`config.mk`:
```
export PLATFORM = sky130hd
export DESIGN_NAME = dstack_ctrl
export DESIGN_NICKNAME = d
export VERILOG_FILES = /design/src/rtl/dstack_pkg.sv /design/src/rtl/dstack_ctrl.sv
export SDC_FILE = /design/constraint.sdc
export NUM_CORES = 1
export LEC_CHECK = 0
export BUFFER_PORTS_ARGS = -buffer_cell sky130_fd_sc_hd__buf_2
export CORE_MARGIN = 8
export CORE_UTILIZATION = 40
export DETAILED_ROUTE_END_ITERATION = 7
export GPL_TIMING_DRIVEN = 0
export PLACE_DENSITY_LB_ADDON = 0.2
export RECOVER_POWER = 100
export SYNTH_ARGS = -nofsm -noshare
export SYNTH_HDL_FRONTEND = slang
export SYNTH_SLANG_ARGS = --single-unit
```
`constraint.sdc`:
```
create_clock -name clk -period 7.55 [get_ports clk]
set_clock_uncertainty 0.15 [all_clocks]
set_input_delay 1.8875 -clock clk [delete_from_list [all_inputs] [get_ports clk]]
set_output_delay 1.8875 -clock clk [all_outputs]
set_load 0.02 [all_outputs]
```
`src/rtl/dstack_pkg.sv`:
```
// Shared opcode, pointer-delta and FSM definitions for the data-stack front end.
package dstack_pkg;

  localparam logic [2:0] OP_NOP    = 3'd0;
  localparam logic [2:0] OP_PUSH   = 3'd1;
  localparam logic [2:0] OP_DROP   = 3'd2;
  localparam logic [2:0] OP_DUP    = 3'd3;
  localparam logic [2:0] OP_SWAP   = 3'd4;
  localparam logic [2:0] OP_OVER   = 3'd5;
  localparam logic [2:0] OP_NIP    = 3'd6;
  localparam logic [2:0] OP_POPREP = 3'd7;

  localparam logic [1:0] DELTA_HOLD = 2'b00;
  localparam logic [1:0] DELTA_INC  = 2'b01;
  localparam logic [1:0] DELTA_DEC  = 2'b11;

  typedef enum logic {ST_INIT, ST_RUN} state_e;

  // Minimum stack depth (including T) an opcode needs to be legal.
  function automatic logic [1:0] op_min_depth(input logic [2:0] op);
    case (op)
      OP_NOP, OP_PUSH: op_min_depth = 2'd0;
      OP_DROP, OP_DUP: op_min_depth = 2'd1;
      default:         op_min_depth = 2'd2;
    endcase
  endfunction

  function automatic logic op_grows(input logic [2:0] op);
    op_grows = (op == OP_PUSH) || (op == OP_DUP) || (op == OP_OVER);
  endfunction

endpackage

```
`src/rtl/dstack_ctrl.sv`:
```
// Data-stack front end: T register, depth tracking and store pointer control.
// One op per cycle when op_ready; after reset the store pointers are drained to zero.
module dstack_ctrl
  import dstack_pkg::*;
#(
  parameter int WIDTH = 16,
  parameter int DEPTH = 512,
  parameter int DW    = $clog2(DEPTH + 1)
) (
  input  logic             clk,
  input  logic             rst,
  input  logic             op_valid,
  output logic             op_ready,
  input  logic [2:0]       op,
  input  logic [WIDTH-1:0] op_data,
  output logic [WIDTH-1:0] tos,
  output logic [WIDTH-1:0] nos,
  output logic [DW-1:0]    depth,
  output logic             err,
  output logic             underflow,
  output logic             overflow,
  output logic             stk_we,
  output logic [1:0]       stk_delta,
  output logic [WIDTH-1:0] stk_wd,
  input  logic [WIDTH-1:0] stk_rd
);

  localparam logic [DW-1:0] DEPTH_MAX = DW'(DEPTH);
  localparam logic [DW-1:0] DRAIN_END = DW'(DEPTH - 1);
  localparam logic [DW-1:0] ONE       = DW'(1);

  state_e           state_q;
  logic [DW-1:0]    drain_q;
  logic             op_ready_q;

  logic [WIDTH-1:0] tos_q, tos_d;
  logic [WIDTH-1:0] nos_q, nos_d;
  logic             byp_q, byp_d;
  logic [DW-1:0]    depth_q, depth_d;
  logic             err_q, err_d;
  logic             uf_q, uf_d;
  logic             of_q, of_d;

  logic             accept;
  logic             too_shallow;
  logic             too_deep;
  logic [WIDTH-1:0] nos_cur;

  assign op_ready    = op_ready_q && !rst;
  assign accept      = op_valid && op_ready;
  assign too_shallow = depth_q < DW'(op_min_depth(op));
  assign too_deep    = op_grows(op) && (depth_q == DEPTH_MAX);
  assign nos_cur     = byp_q ? nos_q : stk_rd;

  // Drain walks the store pointer down DEPTH times so it saturates at zero.
  always_ff @(posedge clk) begin
    if (rst) begin
      state_q    <= ST_INIT;
      drain_q    <= '0;
      op_ready_q <= 1'b0;
    end else begin
      case (state_q)
        ST_INIT: begin
          if (drain_q == DRAIN_END) begin
            state_q    <= ST_RUN;
            op_ready_q <= 1'b1;
          end else begin
            drain_q <= drain_q + ONE;
          end
        end
        default: ;
      endcase
    end
  end

  always_comb begin
    tos_d     = tos_q;
    nos_d     = nos_q;
    byp_d     = byp_q;
    depth_d   = depth_q;
    err_d     = 1'b0;
    uf_d      = uf_q;
    of_d      = of_q;
    stk_we    = 1'b0;
    stk_delta = DELTA_HOLD;
    if (rst || state_q == ST_INIT) begin
      stk_delta = DELTA_DEC;
    end else if (accept) begin
      if (too_shallow || too_deep) begin
        err_d = 1'b1;
        if (too_shallow) uf_d = 1'b1;
        else             of_d = 1'b1;
      end else begin
        case (op)
          OP_PUSH, OP_DUP: begin
            // An empty stack has nothing to spill: T is simply loaded.
            if (depth_q != '0) begin
              stk_we    = 1'b1;
              stk_delta = DELTA_INC;
            end
            tos_d   = (op == OP_PUSH) ? op_data : tos_q;
            nos_d   = tos_q;
            byp_d   = 1'b1;
            depth_d = depth_q + ONE;
          end
          OP_DROP: begin
            if (depth_q == ONE) begin
              tos_d = '0;
            end else begin
              stk_delta = DELTA_DEC;
              tos_d     = nos_cur;
            end
            byp_d   = 1'b0;
            depth_d = depth_q - ONE;
          end
          OP_SWAP: begin
            stk_we = 1'b1;
            tos_d  = nos_cur;
            nos_d  = tos_q;
            byp_d  = 1'b1;
          end
          OP_OVER: begin
            stk_we    = 1'b1;
            stk_delta = DELTA_INC;
            tos_d     = nos_cur;
            nos_d     = tos_q;
            byp_d     = 1'b1;
            depth_d   = depth_q + ONE;
          end
          OP_NIP, OP_POPREP: begin
            stk_delta = DELTA_DEC;
            if (op == OP_POPREP) tos_d = op_data;
            byp_d   = 1'b0;
            depth_d = depth_q - ONE;
          end
          default: ;
        endcase
      end
    end
  end

  always_ff @(posedge clk) begin
    if (rst) begin
      tos_q   <= '0;
      nos_q   <= '0;
      byp_q   <= 1'b0;
      depth_q <= '0;
      err_q   <= 1'b0;
      uf_q    <= 1'b0;
      of_q    <= 1'b0;
    end else begin
      tos_q   <= tos_d;
      nos_q   <= nos_d;
      byp_q   <= byp_d;
      depth_q <= depth_d;
      err_q   <= err_d;
      uf_q    <= uf_d;
      of_q    <= of_d;
    end
  end

  assign tos       = tos_q;
  assign nos       = nos_cur;
  assign depth     = depth_q;
  assign err       = err_q;
  assign underflow = uf_q;
  assign overflow  = of_q;
  assign stk_wd    = tos_q;

endmodule
```
==> impl_metrics.tcl, run 1 <==
set metrics [dict create \
    crit_type "in2out" \
    hold_class "reg2reg" \
    crit_path_start_kind "input pin" \
    ys_seq_elements 58 \
    port-buffer-count 101 \
    ys_warn_count 0 \
    grt_pass1_vias 3507 \
    finalCritPeriodShare_pct 84.4 \
    wl_per_cell_um 17.0 \
    syn_area_mm2 0.00342 \
    fp.coreArea_mm2 0.00826 \
    grt_usage_pct 18.3 \
    synthTopCellsByArea "dfxtp_1, a21oi_1, mux2_2" \
    rsz0062_at_grt "no" \
    avgSynthCellArea_um2 8.04 \
    ys_async_sr_fraction_pct 0 \
    cts_buffers 9 \
    tns_ns 0 \
    rr_endpoint "stk_wd[14]$_SDFFE_PP0P_" \
    clk_latency_ns 0.34 \
    swShare_pct 27.2 \
    vias 3621 \
    critPathMaxFanout 10 \
    synth_edf_count 0 \
    worstReg2RegStart "depth[0]$_SDFFE_PP0P_" \
    cp-end-kind "output pin" \
    dieArea_mm2 0.0118 \
    switchingPower_mw 0.184 \
    drtAntennaViolNets 0 \
    p_int_mw 0.493 \
    setup_viol_count_final 0 \
    fin_crit_ns 6.37 \
    drtIter0Drc 213 \
    gp_congestion 0.882 \
    postCtsSetupBuffers 0 \
    fin_worst_hold_slack_ns 0.321 \
    r2r_setup_slack_ns 4.52 \
    fin_nets 582 \
    drive_gt1_share_pct 17.5 \
    synth_top_area_cell "dfxtp_1" \
    synthToLayoutAreaGrowth_pct 20.0 \
    critPathCapture "stk_we" \
    power.density_mw_per_mm2 165 \
    antenna_found_initial 0 \
    combPwrFrac_pct 11.7 \
    cts_max_level 3 \
    synth_nets 470 \
    cts_tree "done" \
    drcViolationCount 0 \
    status "finished clean" \
    grt_max_degree 11 \
    initial_core_util_pct 41.5 \
    antenna_cells 0 \
    cts_root_buf "clkbuf_8" \
    fp-row-count 33 \
    cts_resized 0 \
    p_leak_nw 1.62 \
    fmax_mhz 157 \
    drv_slew 0 \
    dr.pass1.iters 4 \
    relSlewSlack_pct 47.7 \
    clockBufferDepth 2 \
    die-height_um 109 \
    synthDistinctLibCells 52 \
    synth_flop_cell "dfxtp_1" \
    max_cap_violations 0 \
    dpl.hpwl_mm 8.02 \
    die_w_um 109 \
    boundaryPins 103 \
    via_per_inst 5.60 \
    cts_hold_buf 0 \
    crit_start "op[2]" \
    syn_inst 426 \
    pwr-share-seq_pct 45.6 \
    wirelength_mm 11.0 \
    reg2regPathDepth 9 \
    required_ns 5.51 \
    grt_pass1_wl_mm 17.3 \
    synth_top_area_share_pct 33.9 \
    grt-ovfl-total 0 \
    seq_area_frac_synth_pct 33.9 \
    power_frac_clock_pct 42.7 \
    clock-sinks 58 \
    worst_pin_slew_ns 0.776 \
    cp_data_arrival_time_ns 4.33 \
    path_clk_slew_ns 0.07 \
    hold_violations 0 \
    ir_worst_vdd_mv 0.0829 \
]
==> worst min path at each step <==
stage	slack (ns)	cells after the start	startpoint	to
final	0.32	1	drain_q[6]$_SDFFE_PP0P_	drain_q[6]$_SDFFE_PP0P_
after global routing	0.35	2	nos_q[6]$_SDFFE_PP0P_	nos_q[6]$_SDFFE_PP0P_
after CTS	0.32	1	drain_q[6]$_SDFFE_PP0P_	drain_q[6]$_SDFFE_PP0P_
after detailed placement	0.31	1	drain_q[6]$_SDFFE_PP0P_	drain_q[6]$_SDFFE_PP0P_
after global placement	0.30	1	drain_q[6]$_SDFFE_PP0P_	drain_q[6]$_SDFFE_PP0P_
after floorplan	0.28	1	drain_q[6]$_SDFFE_PP0P_	drain_q[6]$_SDFFE_PP0P_
==> area by class of cell <==
class	count	area, um^2
plain buffers	47	241
clock buffers	10	138
clock inverters	5	55.1
fillers	882	4150
inverters	23	86.3
multi-input cells	298	1870
flip-flops and latches	58	1160
well taps	105	131
repair buffers	101	423
==> cells in the final DEF (no fill, tap or decap), types with 3 or more instances in the layout <==
cell type,count
nor3_1,8
nor2b_1,3
ha_1,6
and2_1,3
nor4_1,3
mux2i_1,8
a41oi_1,3
a21oi_1,59
buf_2,39
nand4_1,3
nor2_1,19
mux2_2,18
o21a_1,3
nand3_1,19
clkbuf_1,91
a211oi_1,14
or3_1,4
clkbuf_8,10
a211oi_2,4
inv_1,23
nand2_1,34
o21ai_0,27
xor2_1,4
a21o_1,3
buf_4,16
o22ai_1,20
and3_1,5
dfxtp_1,58
nand2b_1,3
==> sequential cells by signal, summed over array words and instances, names as in the netlist <==
name and count:
nos_q 16, depth 10, drain_q 10, overflow 1, state_q 1, op_ready_q 1
stk_wd 16, err 1, byp_q 1, underflow 1
==> power groups by stage <==
stage / Sequential (mW) / Clock [mW] / Combinational [mW]
after floorplan: 0.315 / 0 / 0.0517
after global placement: 0.315 / 0 / 0.0784
after detailed placement: 0.316 / 0 / 0.0796
after CTS: 0.309 / 0.293 / 0.0800
after global routing: 0.309 / 0.305 / 0.0869
final: 0.309 / 0.289 / 0.0789
==> synthesized netlist by cell type (8+ instances only) <==
cell type	n
a21oi_1	58
dfxtp_1	58
nand2_1	34
o21ai_0	27
inv_1	23
clkbuf_1	20
o22ai_1	20
nand3_1	19
nor2_1	19
mux2_2	18
buf_4	16
a211oi_2	10
a211oi_1	8
mux2i_1	8
nor3_1	8
==> metal layers <==
layer  vias up  wire [um]  global-route usage, %
met5         -          0                      0
met4         0        150                   6.74
met3        13        917                   5.00
met2       141       4960                   29.0
met1      1719       4930                   23.2
li1       1748          -                      -
==> worst max-delay path, cell delays in order <==
cell and delay (ns):
clkbuf_1 0.10, clkbuf_1 0.31, inv_1 0.08, ha_1 0.29
a211o_1 0.31, a21oi_1 0.53, clkbuf_1 0.45, a21oi_1 0.13
clkbuf_1 0.22
==> logic make-up (layout without fill, tap and decap cells) <==
| kind of cell | Yosys count | in the layout | synth area share, % |
|---|---|---|---|
| AO/OA/AOI/OAI | 149 | 149 | 27.8 |
| AND/OR/NAND/NOR | 112 | 112 | 16.3 |
| buffers and inverters | 70 | 186 | 10.3 |
| flip-flops | 58 | 58 | 33.9 |
| multiplexers | 26 | 26 | 8.26 |
| adder cells (fa/ha/maj) | 6 | 6 | 2.19 |
| XOR/XNOR | 5 | 5 | 1.28 |
==> metrics by stage <==
| step | cell area (um^2) | total power, mW | setup WS (ns) | utilization, % | cells |
|---|---|---|---|---|---|
| 2_1_floorplan | 3420 | 0.367 | 2.13 | - | 426 |
| 4_1_cts | 4250 | 0.681 | 1.45 | 51.5 | 647 |
| 5_1_grt | 4110 | 0.701 | 0.999 | 49.8 | 647 |
| 3_5_place_dp | 4060 | 0.395 | 1.48 | 49.2 | 632 |
| 6_report | 4110 | 0.677 | 1.18 | 49.8 | 647 |
| 3_3_place_gp | 4060 | 0.394 | 1.49 | 49.2 | 632 |
Note: power is estimated with default switching activity, not from simulation.
==> run 2: changes to the inputs <==
- ABC_AREA: default -> 1
- clock period: 7.55 -> 5.23 ns (I/O delays scaled with it)
==> impl_metrics.tcl, run 2 <==
set metrics [dict create \
    status "finished clean" \
    port-buffer-count 100 \
    boundaryPins 103 \
    synth_top_area_share_pct 32.0 \
    drcViolationCount 0 \
    rsz0062_at_grt "no" \
    ys_seq_elements 58 \
    syn_inst 557 \
    cts_hold_buf 0 \
    power.density_mw_per_mm2 212 \
    p_leak_nw 1.96 \
    synthTopCellsByArea "dfxtp_1, nand2_1, nor2_1" \
    gp_congestion 0.880 \
    drtIter0Drc 167 \
    seq_area_frac_synth_pct 32.0 \
    synthToLayoutAreaGrowth_pct 18.7 \
    final_util_pct 49.1 \
    initial_core_util_pct 41.4 \
    wirelength_mm 10.2 \
    crit_type "in2out" \
    die_w_um 111 \
    clockBufferDepth 2 \
    cts_buffers 9 \
    multiInputGateArea_mm2 0.00197 \
    final_cells 781 \
    synth_nets 601 \
    drtAntennaViolNets 0 \
    cp-end-kind "output pin" \
    cts_resized 0 \
    die-height_um 111 \
    fp.coreArea_mm2 0.00876 \
    ys_async_sr_fraction_pct 0 \
    antenna_found_initial 0 \
    cts_root_buf "clkbuf_8" \
    grt-ovfl-total 0 \
    synthDistinctLibCells 30 \
    synth_most_common_cell "nand2_1" \
    fillers 936 \
    finalCritPeriodShare_pct 82.7 \
    clock-sinks 58 \
    postCtsSetupBuffers 0 \
    syn_area_mm2 0.00363 \
    final_cell_mix "nand2_1, clkbuf_1, nor2_1" \
    grt_pass1_vias 3443 \
    drv_slew 0 \
    setup_viol_count_final 0 \
    worst_pin_slew_ns 0.750 \
    ys_warn_count 0 \
    regArea_mm2 0.00116 \
    dp.cells 765 \
    hold_class "reg2reg" \
    dr.pass1.iters 4 \
    grt_max_degree 12 \
    fin_crit_ns 4.33 \
    final_common_cell "nand2_1" \
    required_ns 3.77 \
    ir_worst_vdd_mv 0.112 \
    clk_latency_ns 0.34 \
    tns_ns 0 \
    fin_total_pwr_mw 0.914 \
    grt_usage_pct 16.2 \
    cts_tree "done" \
    hold_violations 0 \
    synth_edf_count 0 \
    antenna_cells 0 \
    dieArea_mm2 0.0124 \
    max_cap_violations 0 \
    fin_worst_hold_slack_ns 0.310 \
    critPathMaxFanout 10 \
    via_per_inst 4.75 \
    vias 3706 \
    fin_nets 712 \
    relSlewSlack_pct 49.8 \
    grt_pass1_wl_mm 16.8 \
    drive_gt1_share_pct 16.5 \
    cts_max_level 3 \
    fmax_mhz 231 \
    netlist_top_cells_count "nand2_1, nor2_1, dfxtp_1" \
    path_clk_slew_ns 0.07 \
    synth_flop_cell "dfxtp_1" \
    wl_per_cell_um 13.1 \
    synth_top_area_cell "dfxtp_1" \
    fp-row-count 34 \
    avgSynthCellArea_um2 6.51 \
    crit_path_start_kind "input pin" \
    cp_data_arrival_time_ns 2.87 \
    dpl.hpwl_mm 7.65 \
]
## run 2: cell types whose count changed after synthesis, sizes merged, moves of 8 or more
cell,before,now
nand2,34,197
nor2,19,73
nand3,19,44
inv,23,47
a21oi,59,37
o22ai,20,0
o21ai,27,9
a211oi,18,1
clkbuf,20,5
buf,27,36
mux2i,8,0
## run 2: stage by stage
stage	area, um^2	setup WS, ns
3_5_place_dp	4260	1.26
6_report	4310	0.903
5_1_grt	4310	0.663
4_1_cts	4440	1.26
2_1_floorplan	3630	1.31
3_3_place_gp	4260	1.27
## run 2: power by group
part	switching (mW)	leakage, nW	internal [mW]
registers	0.00197	0.468	0.443
clock network	0.190	0.0882	0.184
logic	0.0605	1.40	0.0335
## run 2: layer usage
layer	part of all wire, %	vias up	track usage, %
met4	0.62	0	3.56
met3	5.6	4	5.95
met5	0	-	0
met2	48	74	27.3
met1	46	1670	19.0
li1	-	1958	-
## run 2: cells by family (layout without fill, tap and decap cells)
group / count (synthesis) / after routing / synth area share, %
XOR/XNOR: 13 / 13 / 3.14
buffers and inverters: 89 / 205 / 12.8
adder cells (fa/ha/maj): 6 / 6 / 2.07
AO/OA/AOI/OAI: 48 / 48 / 6.76
flip-flops: 58 / 58 / 32.0
multiplexers: 16 / 16 / 4.97
AND/OR/NAND/NOR: 327 / 327 / 38.3
## run 2: critical path: stages
cell	delay [ns]
clkbuf_1	0.40
clkinvlp_2	0.32
nand2_1	0.12
inv_1	0.06
nand2_1	0.12
nor2_1	0.08
nand3_1	0.12
inv_1	0.07
nand2_1	0.06
nand2_1	0.05
clkbuf_1	0.17
## run 2: final timing paths
check / startpoint / cells past startpoint / to / slack (ns)
max: rst / 11 / stk_delta[0] / 0.90
min: nos_q[2]$_SDFFE_PP0P_ / 2 / nos_q[2]$_SDFFE_PP0P_ / 0.31
max reg2reg: depth[0]$_SDFFE_PP0P_ / 11 / nos_q[8]$_SDFFE_PP0P_ / 2.29
min reg2reg: nos_q[2]$_SDFFE_PP0P_ / 2 / nos_q[2]$_SDFFE_PP0P_ / 0.31
## run 2: final cells by class
cell class / instances / share of cell area [%]
clock inverters: 6 / 0.988
well taps: 108 / 3.14
plain buffers: 41 / 5.90
multi-input cells: 410 / 45.9
clock buffers: 10 / 3.20
inverters: 48 / 4.21
flip-flops and latches: 58 / 27.0
repair buffers: 100 / 9.74
